[config.mk]
export PLATFORM = sky130hd
export DESIGN_NAME = alu_top
export DESIGN_NICKNAME = d
export VERILOG_FILES = /design/src/rtl/alu_top.sv
export SDC_FILE = /design/constraint.sdc
export NUM_CORES = 1
export LEC_CHECK = 0
export ABC_AREA = 1
export CORE_ASPECT_RATIO = 1.2
export CORE_MARGIN = 1
export CORE_UTILIZATION = 40
export CTS_BUF_LIST = sky130_fd_sc_hd__clkbuf_8 sky130_fd_sc_hd__clkbuf_16
export DETAILED_ROUTE_END_ITERATION = 10
export PLACE_DENSITY = 0.56
export SETUP_SLACK_MARGIN = 0.02
export SLEW_MARGIN = 10
export SYNTH_ARGS = -nofsm -noshare
export SYNTH_HDL_FRONTEND = slang
export SYNTH_SLANG_ARGS = --single-unit
export TNS_END_PERCENT = 20
[constraint.sdc]
create_clock -name CLK -period 1.7 [get_ports CLK]
set_input_delay 0.17 -clock CLK [delete_from_list [all_inputs] [get_ports CLK]]
set_output_delay 0.17 -clock CLK [all_outputs]
set_load 0.02 [all_outputs]
[src/rtl/alu_top.sv]
// Registered 16-bit ALU: arithmetic, logic, compare and shift units.
// Flags decode ALU_FUN[3:2]; the selected unit's bus registers, the others clear.
module alu_top #(
  parameter int in_width  = 16,
  parameter int out_width = 16
) (
  input  logic                 CLK,
  input  logic                 RST,
  input  logic [in_width-1:0]  A,
  input  logic [in_width-1:0]  B,
  input  logic [3:0]           ALU_FUN,
  output logic [out_width-1:0] Arith_OUT,
  output logic                 Carry_OUT,
  output logic [out_width-1:0] Logic_OUT,
  output logic [1:0]           CMP_OUT,
  output logic [out_width-1:0] SHIFT_OUT,
  output logic                 Arith_Flag,
  output logic                 Logic_Flag,
  output logic                 CMP_Flag,
  output logic                 SHIFT_Flag
);

  logic [in_width:0]    sum;
  logic [in_width:0]    diff;
  logic [in_width-1:0]  prod;
  logic [in_width-1:0]  quot;

  logic [out_width-1:0] arith_nx;
  logic                 carry_nx;
  logic [out_width-1:0] logic_nx;
  logic [1:0]           cmp_nx;
  logic [out_width-1:0] shift_nx;

  assign Arith_Flag = (ALU_FUN[3:2] == 2'b00);
  assign Logic_Flag = (ALU_FUN[3:2] == 2'b01);
  assign CMP_Flag   = (ALU_FUN[3:2] == 2'b10);
  assign SHIFT_Flag = (ALU_FUN[3:2] == 2'b11);

  assign sum  = {1'b0, A} + {1'b0, B};
  assign diff = {1'b0, A} - {1'b0, B};
  assign prod = A * B;
  // Divide by zero yields 0 instead of X.
  assign quot = (B == '0) ? '0 : A / B;

  always_comb begin
    arith_nx = '0;
    carry_nx = 1'b0;
    logic_nx = '0;
    cmp_nx   = 2'd0;
    shift_nx = '0;
    case (ALU_FUN)
      4'b0000: begin
        arith_nx = out_width'(sum[in_width-1:0]);
        carry_nx = sum[in_width];
      end
      4'b0001: begin
        arith_nx = out_width'(diff[in_width-1:0]);
        carry_nx = diff[in_width];
      end
      4'b0010: arith_nx = out_width'(prod);
      4'b0011: arith_nx = out_width'(quot);
      4'b0100: logic_nx = out_width'(A & B);
      4'b0101: logic_nx = out_width'(A | B);
      4'b0110: logic_nx = out_width'(~(A & B));
      4'b0111: logic_nx = out_width'(~(A | B));
      4'b1000: cmp_nx   = 2'd0;
      4'b1001: cmp_nx   = (A == B) ? 2'd1 : 2'd0;
      4'b1010: cmp_nx   = (A > B)  ? 2'd2 : 2'd0;
      4'b1011: cmp_nx   = (A < B)  ? 2'd3 : 2'd0;
      4'b1100: shift_nx = out_width'(A >> 1);
      4'b1101: shift_nx = out_width'(A << 1);
      4'b1110: shift_nx = out_width'(B >> 1);
      4'b1111: shift_nx = out_width'(B << 1);
      default: ;
    endcase
  end

  always_ff @(posedge CLK or negedge RST) begin
    if (!RST) begin
      Arith_OUT <= '0;
      Carry_OUT <= 1'b0;
      Logic_OUT <= '0;
      CMP_OUT   <= 2'd0;
      SHIFT_OUT <= '0;
    end else begin
      Arith_OUT <= arith_nx;
      Carry_OUT <= carry_nx;
      Logic_OUT <= logic_nx;
      CMP_OUT   <= cmp_nx;
      SHIFT_OUT <= shift_nx;
    end
  end

endmodule

Yosys cells after proc, flatten, opt, wreduce, memory -nomap -nowiden
Index checks and enable logic that the tools add are counted.

cells by class
  shift operators = 0
  add/subtract/negate cells = 2
  reductions and logical operators = 3
  mux-type cells = 9
  divide/modulo/power cells = 1
  bitwise logic cells = 4
  eq/ne operators = 18
  magnitude comparators = 2
  $mul = 1

operators with widths
  operator            number
  $pmux 16 s4         3
  $not 16->16         2
  $eq 4x4->1 const B  7
  $add 16x16->17      1
  $sub 16x16->17      1
  $and 16x16->16      1
  $div 16x16->16      1
  $eq 16x16->1        1
  $eq 4x3->1 const B  4
  $gt 16x16->1        1
  $logic_not 16->1    1
  $lt 16x16->1        1
  $mul 16x16->16      1
  $mux 16             1
  $or 16x16->16       1
  $eq 4x2->1 const B  2
  $pmux 2 s3          1
  $eq 2x2->1 const B  2
  $eq 4x1->1 const B  1
  $logic_not 4->1     1
  $mux 2              2
  $eq 2x1->1 const B  1
  $logic_not 2->1     1
  $pmux 1 s2          1
  $mux 1              1

storage, ports and cells
  ROM bits = 0
  latch bits = 0
  memory bits (writable) = 0
  logic and storage cells = 45
  register bits = 51
  bits of input ports = 38
  output and inout port bits = 55
  memories kept = 0

Longest topological paths before layout
  word-level depth = 3
  mapped depth = 187
  mapped depth without buffers = 182

Worst setup path before layout
No wires, ideal clock.

  path kind = in2reg
  start point = input port B[0]
  end point = register Arith_OUT[0]
  path slack = -19637 ps
  setup time = 127 ps
  required time = 1573 ps
  arrival = 21210 ps
  cell stages on the path = 166
  cells stage by stage = inv_1 > ha_1 > nor2_1 > nor2_1 > nand4_1 > nand2_1 > ha_1 > nand2_1 > inv_1 > nand2_1 > nor2_1 > nand2_1 > nand2_1 > nand2_1 > nand2_1 > inv_1 > ha_1 > a21oi_1 > (+130 left out) > nand2_1 > nand3_1 > clkinv_1 > buf_2 > o21ai_0 > ha_1 > a21oi_1 > nor2_1 > o21a_1 > o21a_1 > o21a_1 > o21a_1 > o21ai_0 > nand2_1 > a21oi_1 > o21ai_0 > a22oi_1 > a21oi_1

between the ends
  word-level cells in the longest chain between the ends = 3
  elaborated cells on any way between the ends = 7
  classes of those cells = add/sub (2); mul (1); div (1); mux (2); reduce/logical (1)

RTL lines
  item                                                       line  text
  start: declaration                                         10    input logic [in_width-1:0] B,
  $div 16x16->16 / $logic_not 16->1 (equally long branches)  43    assign quot = (B == '0) ? '0 : A / B;
  $mux 16                                                    43
  $pmux 16 s4 (*)                                            51    case (ALU_FUN)
  via arith_nx[0]                                            28    logic [out_width-1:0] arith_nx;
  end signal: assignment                                     86    Arith_OUT <= arith_nx;
  end: declaration                                           12    output logic [out_width-1:0] Arith_OUT,

The timed path passes the listed nets; every way through them passes the cells marked *.

Worst setup path in the final report
Ends and elaborated chain as after synthesis.

==> results.rst <==
.. list-table::
   :header-rows: 1

   * - Metric
     - Value
   * - Number of DRC markers in iteration 0
     - ~1200
   * - CP max FO
     - 8
   * - Core area
     - 0.0386 mm2
   * - Sequential cell area
     - approximately 0.0013 mm2
   * - Remaining antenna violation count
     - 0
   * - Cell taking the most area after synthesis
     - ha_1
   * - TritonCTS clock tree
     - yes
   * - Core utilization of the finished layout
     - 0.702
   * - Num Clock Sinks
     - between 50 and 60
   * - Horizontal die dimension
     - 183 um
   * - Fraction of the yosys area taken by sequential cells
     - 0.0816
   * - Syn nets
     - between 2000 and 3000
   * - Relative area change from synthesis to final layout
     - 73.4%
   * - Slowest cell on the critical path
     - ha_4
   * - CP Data Required Time
     - roughly 1.9 ns
   * - Final critical-path setup slack
     - -19.56 ns
   * - Flops & latches, synth
     - 51
   * - Total wire length
     - a little over 70000 um
   * - Most used DFF post-synth
     - dfrtp_1
   * - Pleak
     - between 0.01 and 0.015 uW
   * - Placed Instances
     - approximately 3600
   * - Total count of max-transition violations in the final report
     - 0
   * - Share of synthesized area spent on multiplexers
     - 0
   * - Measured slew at the worst slew-check pin
     - roughly 0.52 ns
   * - Xor/xnor share of the synthesized area
     - 0.0431
   * - Router iterations before antenna repair
     - 5
   * - # setup viols final
     - 19
   * - HPWL after detailed placement
     - 53800 um
   * - H-Tree Level Count
     - 2
   * - Area of the die
     - roughly 0.040 mm2
   * - CTS clock-pin slew for the worst setup and hold paths
     - ~0.080 ns
   * - Clock buffer count from CTS
     - 5
   * - Max Freq
     - between 0.04 and 0.05 GHz
   * - Longest individual stage delay on the worst path
     - around 0.31 ns
   * - Area of the mapped netlist
     - between 0.015 and 0.02 mm2
   * - Largest net degree at the start of global routing
     - between 50 and 60
   * - IO Count
     - 93
   * - Placer's final routability congestion estimate
     - between 0.9 and 1
   * - Most instantiated library cell after synthesis
     - nand2_1
   * - RSZ-0062 raised after global routing
     - yes
   * - Worst hold path class
     - in -> async
   * - Warnings, synthesis
     - 0
   * - Result of the run
     - finished, violations left
   * - Via density
     - 5.17
   * - Fill cell total of the finished layout
     - 3152
   * - Post-route minimum period
     - between 20 and 25 ns
   * - Initial cell density of the core
     - 0.405
   * - Total power
     - about 17000 uW
   * - Area used by multi-input combinational logic
     - 0.0151 mm2
   * - Most frequent cells after synthesis
     - 574 x nand2_1, 431 x inv_1, 236 x ha_1, 117 x a21oi_1
   * - Endpoint kind of the worst setup timing path
     - flip-flop
   * - Wire length of the first global-routing pass
     - roughly 110000 um
   * - Synth Area in Adders
     - 0.294
   * - Antenna violations before repair
     - 0
   * - Post-synthesis share of cell area spent on and, or, nand and nor gates
     - 0.299
   * - Final design instance area without fill
     - roughly 0.027 mm2
   * - Number of cell rows
     - 79
   * - Failing checks
     - negative setup slack
   * - Total global routing overflow
     - 0
   * - Chip height
     - 219 um
   * - Global-route usage over all layers
     - 0.347
   * - Share of the synthesized area in the top cell type
     - 0.189
   * - Most frequent CP cell
     - nand2_2
   * - Critical path launch point type
     - primary input
   * - Power Dens Cells
     - approximately 630 mW/mm2
   * - Wirelength per Cell
     - around 18 um
   * - Fraction of final layout cells sized beyond drive strength 1
     - 0.455
   * - Fin crit share
     - 12.5
   * - Largest family of logic cells by synthesized area
     - simple AND/OR/NAND/NOR gates
   * - EDFF count, synth
     - 0
   * - Routed vias
     - ~20000
   * - Post-synthesis compound-gate area fraction
     - 0.155
   * - Most area-consuming cells after synthesis
     - ha_1 19%, nand2_1 14%, fa_1 10%, inv_1 10%, dfrtp_1 8.2%
   * - Remaining max-slew budget at the tightest pin
     - 0.650
   * - Worst Hold Slack
     - 0.385 ns
   * - Avg Inst Size Synth
     - approximately 6.7 um2
   * - Data arrival time of the critical path
     - between 20 and 25 ns
   * - Number of port buffers
     - 92
   * - Vias in the first global route
     - ~20000
   * - Final instance count without filler cells
     - between 3000 and 4000
   * - Yosys cell types
     - 63
   * - Maximum count of clock buffers along a single path
     - 2
   * - Final Hold Viols
     - 0
   * - Placed Area
     - between 0.02 and 0.025 mm2
   * - Syn Inst Count
     - between 2000 and 2500
   * - Master cell of the clock root buffer
     - clkbuf_16
   * - DRC violations left
     - 0
   * - Nets
     - roughly 3600
   * - FFs w/ async S/R, synth
     - 1.00
   * - Startpoint-to-endpoint class of the critical path
     - in -> reg
   * - IR Drop Worst-Case VDD
     - a little under 700 uV
   * - Number of max-cap violations
     - 0
-- placed cells by master, fill, tap and decap left out, types with 11 or more instances in the layout --
master / synthesis / final
a21oi_1: 117 / 81
a21oi_2: 4 / 36
a311o_1: 16 / 16
and2_4: 0 / 14
buf_12: 0 / 21
buf_4: 4 / 838
buf_6: 5 / 38
clkdlybuf4s50_1: 0 / 63
dfrtp_1: 51 / 51
dlygate4sd2_1: 0 / 20
fa_1: 82 / 82
ha_1: 236 / 151
ha_4: 0 / 83
inv_1: 431 / 383
inv_2: 14 / 46
nand2_1: 574 / 442
nand2_2: 17 / 109
nand2_4: 4 / 43
nand3_1: 114 / 85
nand3_2: 51 / 61
nand3_4: 0 / 19
nand4_1: 13 / 13
nor2_1: 114 / 101
nor2_2: 5 / 13
nor3_1: 32 / 15
nor3_2: 2 / 13
o21a_1: 11 / 11
o21ai_0: 88 / 50
o21ai_1: 15 / 26
o21ai_2: 13 / 25
o21ai_4: 0 / 15
o221ai_1: 21 / 18
o22ai_1: 32 / 30
or2_2: 31 / 25
xnor2_1: 24 / 24
xor2_1: 53 / 53
-- repair_timing --
item / 4_1_cts / 5_1_grt
gates cloned: 3 / 0
setup endpoints to repair: 32 / 23
buffers inserted: 144 / 43
endpoints found under the hold margin: 51 / 0
resized for setup: 334 / 201
pin swaps: 184 / 181
hold buffers: 1 / 0
-- sequential cells by signal, indices dropped and copies added, names as in the netlist --
name       cells
Carry_OUT      1
CMP_OUT        2
SHIFT_OUT     16
Logic_OUT     16
Arith_OUT     16
-- worst max-delay path, delay by kind of cell --
family	cells	cell delay (ns)
compound gates	39	5.65
xor+xnor	1	0.15
fa+ha+maj	16	4.19
buf+inv	21	2.02
simple gates	89	9.21
-- stage by stage --
| step | TNS (ns) | setup WS [ns] |
|---|---|---|
| floorplan | -140.81 | -18.21 |
| global placement | -173.14 | -20.30 |
| detailed placement | -177.52 | -20.77 |
| CTS | -147.65 | -18.88 |
| global route | -163.21 | -20.92 |
| finish | -153.35 | -19.56 |
-- area by class of cell --
type                       count  share of cell area
multi-input combinational   1788               0.556
timing repair buffer         997               0.302
inverter                     448              0.0647
sequential                    51              0.0471
tap                          526              0.0243
clock buffer                   5             0.00461
clock inverter                 3             0.00106
timing repair inverter         1            0.000231
antenna                        1           0.0000923
-- report_power, final --
part / total [uW] / internal, uW / switching [uW] / leakage (uW)
Sequential: 1380 / 1330 / 51.1 / 0.000690
Combinational: 14500 / 7050 / 7490 / 0.0135
Clock: 1100 / 564 / 537 / 0.0000759
-- final timing paths --
check                      startpoint  slack (ns)                      end
worst max-delay path             B[0]      -19.56   Arith_OUT[0]$_DFF_PN0_
worst min-delay path              RST        0.39   Logic_OUT[2]$_DFF_PN0_
max in group asynchronous         RST        1.07  Logic_OUT[12]$_DFF_PN0_
min in group CLK                B[15]        0.62  Logic_OUT[15]$_DFF_PN0_
-- kinds of logic (layout without fill, tap and decap cells) --
group                    Yosys count  in the layout
AND/OR/NAND/NOR                 1008           1008
buffers and inverters            512           1454
AO/OA/AOI/OAI                    385            385
adder cells (fa/ha/maj)          318            318
XOR/XNOR                          77             77
flip-flops                        51             51
other                              0              1
-- layer usage --
layer,share of wire,global-route usage,vias up
li1,-,-,9552
met1,0.40,0.398,9398
met2,0.50,0.635,585
met3,0.047,0.0393,199
met4,0.055,0.171,0
met5,0,0,-
No activity file was read; power rests on OpenSTA's default activity.
